**src/rtl/cmp_pkg.sv**
```systemverilog
// Shared definitions for the sequential magnitude comparator:
// FSM state encoding and the step-counter width helper.
package cmp_pkg;

    typedef enum logic [1:0] {
        ST_IDLE = 2'd0,
        ST_RUN  = 2'd1,
        ST_DONE = 2'd2
    } state_e;

    // Bits needed to hold a step count from 0 up to n_steps inclusive.
    function automatic int cnt_width(input int n_steps);
        return $clog2(n_steps + 1);
    endfunction

endpackage

```
**src/rtl/seq_mag_cmp_digit_cmp.sv**
```systemverilog
// Combinational unsigned compare of one DIGIT-bit digit pair.
// Equality is implied when neither gt nor lt is set.
module digit_cmp #(
    parameter int DIGIT = 1
) (
    input  logic [DIGIT-1:0] da,
    input  logic [DIGIT-1:0] db,
    output logic             gt,
    output logic             lt
);

    assign gt = (da > db);
    assign lt = (da < db);

endmodule

```
**src/rtl/seq_mag_cmp.sv**
```systemverilog
// Multi-cycle magnitude comparator. Operands are captured on an accepted
// start and compared DIGIT bits per cycle, MSB first, stopping at the first
// differing digit. Signed mode flips the sign bits on capture so that the
// remaining walk is a plain unsigned compare (offset-binary trick).
module seq_mag_cmp
    import cmp_pkg::*;
#(
    parameter int WIDTH = 8,
    parameter int DIGIT = 1
) (
    input  logic             clk,
    input  logic             rst_n,
    input  logic             start,
    input  logic [WIDTH-1:0] a,
    input  logic [WIDTH-1:0] b,
    input  logic             signed_mode,
    output logic             busy,
    output logic             done,
    output logic             equal,
    output logic             greater,
    output logic             less
);

    localparam int N  = WIDTH / DIGIT;
    localparam int CW = cnt_width(N);

    localparam logic [WIDTH-1:0] MSB_MASK = {1'b1, {(WIDTH-1){1'b0}}};
    localparam logic [CW-1:0]    CNT_ONE  = CW'(1);
    localparam logic [CW-1:0]    CNT_N    = CW'(N);

    if (((WIDTH % DIGIT) != 0) || (WIDTH < 2)) begin : g_param_check
        $error("seq_mag_cmp: WIDTH must be >= 2 and a multiple of DIGIT");
    end

    state_e           state_q,   state_d;
    logic [WIDTH-1:0] sa_q,      sa_d;
    logic [WIDTH-1:0] sb_q,      sb_d;
    logic [CW-1:0]    cnt_q,     cnt_d;
    logic             busy_q,    busy_d;
    logic             done_q,    done_d;
    logic             equal_q,   equal_d;
    logic             greater_q, greater_d;
    logic             less_q,    less_d;

    logic dig_gt;
    logic dig_lt;

    digit_cmp #(.DIGIT(DIGIT)) u_digit_cmp (
        .da (sa_q[WIDTH-1 -: DIGIT]),
        .db (sb_q[WIDTH-1 -: DIGIT]),
        .gt (dig_gt),
        .lt (dig_lt)
    );

    // Next-state, datapath and registered-output computation for the FSM.
    always_comb begin
        state_d   = state_q;
        sa_d      = sa_q;
        sb_d      = sb_q;
        cnt_d     = cnt_q;
        busy_d    = 1'b0;
        done_d    = 1'b0;
        equal_d   = equal_q;
        greater_d = greater_q;
        less_d    = less_q;

        case (state_q)
            ST_IDLE, ST_DONE: begin
                if (start) begin
                    sa_d      = signed_mode ? (a ^ MSB_MASK) : a;
                    sb_d      = signed_mode ? (b ^ MSB_MASK) : b;
                    cnt_d     = CNT_N;
                    equal_d   = 1'b0;
                    greater_d = 1'b0;
                    less_d    = 1'b0;
                    busy_d    = 1'b1;
                    state_d   = ST_RUN;
                end else begin
                    state_d   = ST_IDLE;
                end
            end
            ST_RUN: begin
                if (dig_gt || dig_lt) begin
                    // First differing digit decides the result.
                    greater_d = dig_gt;
                    less_d    = dig_lt;
                    done_d    = 1'b1;
                    state_d   = ST_DONE;
                end else begin
                    sa_d  = sa_q << DIGIT;
                    sb_d  = sb_q << DIGIT;
                    cnt_d = cnt_q - CNT_ONE;
                    if (cnt_q == CNT_ONE) begin
                        // Last digit matched as well: operands are equal.
                        equal_d = 1'b1;
                        done_d  = 1'b1;
                        state_d = ST_DONE;
                    end else begin
                        busy_d  = 1'b1;
                    end
                end
            end
            default: begin
                state_d   = ST_IDLE;
                equal_d   = 1'b0;
                greater_d = 1'b0;
                less_d    = 1'b0;
            end
        endcase
    end

    // State, datapath and output registers with asynchronous reset.
    always_ff @(posedge clk or negedge rst_n) begin
        if (!rst_n) begin
            state_q   <= ST_IDLE;
            sa_q      <= {WIDTH{1'b0}};
            sb_q      <= {WIDTH{1'b0}};
            cnt_q     <= {CW{1'b0}};
            busy_q    <= 1'b0;
            done_q    <= 1'b0;
            equal_q   <= 1'b0;
            greater_q <= 1'b0;
            less_q    <= 1'b0;
        end else begin
            state_q   <= state_d;
            sa_q      <= sa_d;
            sb_q      <= sb_d;
            cnt_q     <= cnt_d;
            busy_q    <= busy_d;
            done_q    <= done_d;
            equal_q   <= equal_d;
            greater_q <= greater_d;
            less_q    <= less_d;
        end
    end

    assign busy    = busy_q;
    assign done    = done_q;
    assign equal   = equal_q;
    assign greater = greater_q;
    assign less    = less_q;

endmodule

```
**config.mk**
```make
export PLATFORM = sky130hd
export DESIGN_NAME = seq_mag_cmp
export DESIGN_NICKNAME = d
export VERILOG_FILES = /design/src/rtl/cmp_pkg.sv /design/src/rtl/seq_mag_cmp_digit_cmp.sv /design/src/rtl/seq_mag_cmp.sv
export SDC_FILE = /design/constraint.sdc
export NUM_CORES = 1
export LEC_CHECK = 0
export BUFFER_PORTS_ARGS = -buffer_cell sky130_fd_sc_hd__buf_2
export CAP_MARGIN = 20
export CORE_MARGIN = 1
export CORE_UTILIZATION = 58
export CTS_CLUSTER_DIAMETER = 200
export CTS_CLUSTER_SIZE = 14
export DETAILED_ROUTE_END_ITERATION = 8
export PLACE_DENSITY_LB_ADDON = 0.12
export SYNTH_ARGS = -nofsm -noshare
export SYNTH_HDL_FRONTEND = slang
export SYNTH_SLANG_ARGS = --single-unit
```
**constraint.sdc**
```tcl
create_clock -name clk -period 3.5 [get_ports clk]
set_clock_uncertainty 0.2 [all_clocks]
set_input_delay 0.7 -clock clk [delete_from_list [all_inputs] [get_ports clk]]
set_output_delay 0.7 -clock clk [all_outputs]
set_load 0.005 [all_outputs]
```
**Yosys cells after proc, flatten, opt, wreduce, memory -nomap -nowiden**

Index checks and enable logic that the tools add are counted.

- Register bits: 27
- Bits of input ports: 20
- Logic and storage cells: 59

- Add/sub/neg operators: 1
- Magnitude comparators: 2
- Eq/ne operators: 8
- Muxes and demuxes: 30
- Bitwise logic cells: 2
- Reductions and logical operators: 7

Operators by type and width:

| cell | count |
|---|---|
| $mux 8 | 6 |
| $pmux 8 s2 | 2 |
| $mux 1 | 12 |
| $mux 4 | 2 |
| $ne 2x2->1 const B | 4 |
| $pmux 1 s2 | 4 |
| $pmux 4 s2 | 1 |
| $reduce_and 3->1 | 2 |
| $eq 4x1->1 const B | 1 |
| $mux 2 | 2 |
| $pmux 2 s2 | 1 |
| $sub 4x1->4 const B | 1 |
| $ne 3x3->1 const B | 1 |
| $eq 2x1->1 const B | 1 |
| $eq 2x2->1 const B | 1 |
| $logic_not 2->1 | 1 |
| $not 1->1 | 2 |
| $reduce_and 2->1 | 1 |
| $reduce_bool 2->1 | 1 |
| $reduce_or 2->1 | 1 |
| $gt 1x1->1 | 1 |
| $logic_or 1x1->1 | 1 |
| $lt 1x1->1 | 1 |

**Logic depth before layout (Yosys ltp)**

- Depth after elaboration: 4
- Gate-level depth with buffers: 8

**Cells and area by module**

A second synthesis with hierarchy kept.

- Cells, all modules: 122
- Area, all modules: 1266.2 um^2

Modules (own cells, without submodules):

| module | instances | cells an instance | area each (um^2) | seq. area each (um^2) |
|---|---|---|---|---|
| seq_mag_cmp | 1 | 120 | 1251.2 | 675.6 |
| digit_cmp | 1 | 2 | 15.0 | 0.0 |

**Worst setup path before layout**

OpenSTA, ideal clock, no wires.

- Kind: register to register
- From: register sb_q[7]
- To: register cnt_q[1]
- Setup time: 123 ps
- Data arrival time: 1405 ps
- Slack: 1772 ps
- Cell stages (with the launch flop): 9
- Path buffers: 3
- Period minus slack after synthesis: 1728 ps
- Cells stage by stage: dfrtp_1 -> inv_1 -> ha_1 -> buf_2 -> nand3b_1 -> and2_4 -> buf_6 -> buf_12 -> o2bb2ai_1

- Longest elaborated chain between the ends: 4
- Elaborated cells between the ends (all ways): 5

Ends and longest elaborated chain:

| element | line | source |
|---|---|---|
| start: declaration | seq_mag_cmp.sv:37 | `logic [WIDTH-1:0] sb_q, sb_d;` |
| start signal: assignment | seq_mag_cmp.sv:117 | `sb_q <= {WIDTH{1'b0}};` |
| $gt 1x1->1 or $lt 1x1->1 (tied branches) | seq_mag_cmp_digit_cmp.sv:12, seq_mag_cmp_digit_cmp.sv:13 |  |
| $logic_or 1x1->1 (*) | seq_mag_cmp.sv:83 | `if (dig_gt \|\| dig_lt) begin` |
| $ne 2x2->1 (no source line) (*) | -- |  |
| $reduce_and 3->1 (no source line) (*) | -- |  |
| end signal: assignment | seq_mag_cmp.sv:118 | `cnt_q <= {CW{1'b0}};` |
| end signal: assignment | seq_mag_cmp.sv:128 | `cnt_q <= cnt_d;` |
| end: declaration | seq_mag_cmp.sv:38 | `logic [CW-1:0] cnt_q, cnt_d;` |

Mark *: on every way between the ends. The rest lies on a longest branch, timed or not.
A chain may end at the register's enable or synchronous reset.

**Worst setup path after layout**

- From: register sb_q[7]
- To: register sb_q[7]

- Longest elaborated chain between the ends: 4
- Elaborated cells between the ends (all ways): 5

Ends and longest elaborated chain:

| element | line |
|---|---|
| $gt 1x1->1 or $lt 1x1->1 (tied branches) | seq_mag_cmp_digit_cmp.sv:12, seq_mag_cmp_digit_cmp.sv:13 |
| $logic_or 1x1->1 (*) | seq_mag_cmp.sv:83 |
| $ne 2x2->1 (no source line) (*) | -- |
| $reduce_and 3->1 (no source line) (*) | -- |

Marks and branches as above.

==> metrics.yaml <==
clkTransAtPathRegs_ns: 0.15
crit_type: "reg -> reg"
root_buffer: "clkbuf_4"
synthCells: 127
first_pass_iters: 4
ioPinCount: 25
worstMarginPinSlew_ns: 0.664
max_freq_mhz: 509
finalHoldViolations: 0
cts_buffers: 3
dp_hpwl_mm: 1.67
synth_flop_cell: "dfrtp_1"
setup_viol: 0
drv_cap: 0
relSlewSlack_pct: 55.7
nFillCells: 192
grt_usage_pct: 21.3
power.leakage_nw: 0.729
yosysUniqueCellTypes: 27
cts_resized: 0
totalWireLength_mm: 2.34
cts_buffer_depth: 2
viasPerCell: 5.54
rsz0062_at_grt: "false"
ys_ff_latch: 27
drc_errors: 0
cp-start-kind: "flop"
numPortBuffers: 24
timing.final.crit_share_pct: 56.1
maxSlewViolCount: 0
antenna_found_initial: 0
cts_sinks: 27
fp.dieH_microns: 51.1
cts_max_level: 1
dieArea_sq_um: 2610
grt.overflow.total: 0
yosysSeqAreaShare_pct: 48.3
grt_max_degree: 28
synth_edf_count: 0
rows: 17
syn_area_per_cell_sq_um: 11.0
grt_first_pass_wirelength_mm: 4.04
min_path_type: "in -> async"
antenna_cells: 0
dieWidth_microns: 51.1
grt_pass1_vias: 947
layout-drive-gt1-share_pct: 27.4
syn-num-nets: 151
drt_iter0_markers: 6
vias: 964
critPathMaxFanout: 20
syn_area_sq_um: 1400
wire_per_inst_microns: 13.4
initial_core_util_pct: 62.6
num-nets-final: 171
synthArstFlopShare_pct: 100
core_area_sq_um: 2230
cts_hold_buffers: 0
area_growth_pct: 7.33
synth-warning-count: 0
post_cts_buffers: 0
place_congestion: 0.715
cp.required_ns: 3.51
run_status: "complete, no violations"
clk_latency_ns: 0.32
p_per_area_nw_per_um2: 890
period_minus_slack_ns: 1.96
postLayoutCoreUtil_pct: 67.2
end_kind: "flop"
worstPathArrival_ns: 1.97
ant_nets: 0
max-vdd-ir-drop_v: 0.000531
cts_tree: "built"
finalSetupTns_ns: 0
cell type report:
cell class / count / area, sq um / area share, %
inverter: 5 / 18.8 / 1.25
tap: 28 / 35.0 / 2.33
clock inverter: 1 / 5.00 / 0.333
sequential: 27 / 676 / 45.0
timing repair buffer: 25 / 128 / 8.50
clock buffer: 3 / 22.5 / 1.50
multi-input combinational: 85 / 617 / 41.1
synth_stat cells, types with 2 or more instances:
cell	n	area share, %
a21oi_1	2	0.72
a22o_1	3	1.9
buf_2	3	1.1
buf_6	4	3.2
clkbuf_1	2	0.54
dfrtp_1	27	48
ha_1	4	3.6
inv_1	5	1.3
mux2i_1	16	11
nand2_1	4	1.1
nand2b_1	2	0.89
nand3_1	15	5.4
nand3b_1	2	1.1
nor2_1	5	1.3
nor2b_1	2	0.89
o21ai_0	11	3.9
o21ai_2	9	5.6
xor2_1	2	1.3
worst paths after layout:
check	end	startpoint	slack (ns)	depth (start not counted)
max	sb_q[7]	sb_q[7]	1.54	6
min	state_q[1]	rst_n	0.15	1
min reg2reg	sb_q[0]	sb_q[0]	0.33	1
max reg2reg	sb_q[7]	sb_q[7]	1.54	6
min in group clk	sb_q[0]	sb_q[0]	0.33	1
max in group asynchronous	sa_q[2]	rst_n	2.57	1
worst max-delay path, stage by stage (launching register included):
cell and delay [ns]:
dfrtp_1 0.39, inv_1 0.05, ha_1 0.39, nand3b_1 0.13, buf_4 0.23, and2_4 0.33
o21ai_0 0.14
cells by family (layout without fill, tap and decap cells):
| logic type | Yosys count | in the layout | synth area share [%] |
|---|---|---|---|
| xor gates and xnor gates | 2 | 2 | 1.25 |
| buffers and inverters | 15 | 34 | 7.60 |
| AOI/OAI and AO/OA | 28 | 28 | 13.9 |
| DFF | 27 | 27 | 48.3 |
| and+or+nand+nor | 35 | 35 | 14.0 |
| muxes | 16 | 16 | 11.4 |
| adders and majority gates | 4 | 4 | 3.58 |
sequential cells by signal, indices dropped and copies added (netlist names):
name and flops:
sa_q 8, sb_q 8, cnt_q 4, state_q 2, busy 1, done 1
equal 1, greater 1, less 1
where the power goes:
| group | switching, mW | internal [mW] | leakage [nW] |
|---|---|---|---|
| registers | 0.0983 | 0.455 | 0.340 |
| logic | 0.355 | 0.293 | 0.371 |
| clock network | 0.0922 | 0.0428 | 0.0177 |
metrics by stage:
| stage | std cells | cell area [sq um] | hold slack [ns] | power (mW) | worst slack (ns) |
|---|---|---|---|---|---|
| floorplan | 127 | 1400 | 0.204 | 1.15 | 1.77 |
| global placement | 170 | 1470 | 0.285 | 1.19 | 1.60 |
| detailed placement | 170 | 1470 | 0.285 | 1.22 | 1.55 |
| CTS | 174 | 1500 | 0.170 | 1.35 | 1.53 |
| global route | 174 | 1500 | 0.197 | 1.45 | 1.42 |
| finish | 174 | 1500 | 0.146 | 1.34 | 1.54 |
cell usage in the layout, fill, tap and decap left out, types with 2 or more instances in the layout:
master    synthesis  routed
buf_2             3      24
dfrtp_1          27      27
nand2_1           4       4
xor2_1            2       2
clkbuf_4          0       3
nor2b_1           2       2
ha_1              4       4
o21ai_2           9       9
o21ai_0          11      11
nor2_1            5       5
a22o_1            3       3
nand2b_1          2       2
mux2i_1          16      16
inv_1             5       5
a21oi_1           2       2
nand3b_1          2       2
nand3_1          15      15
metal layers:
| layer | up-vias | GRT usage (%) | routed length (microns) |
|---|---|---|---|
| met2 | 17 | 35.5 | 1140 |
| met3 | 4 | 3.57 | 58 |
| li1 | 481 | - | - |
| met5 | - | 0 | 0 |
| met4 | 0 | 9.72 | 38 |
| met1 | 462 | 26.9 | 1110 |
No activity file was read; power rests on OpenSTA's default activity.
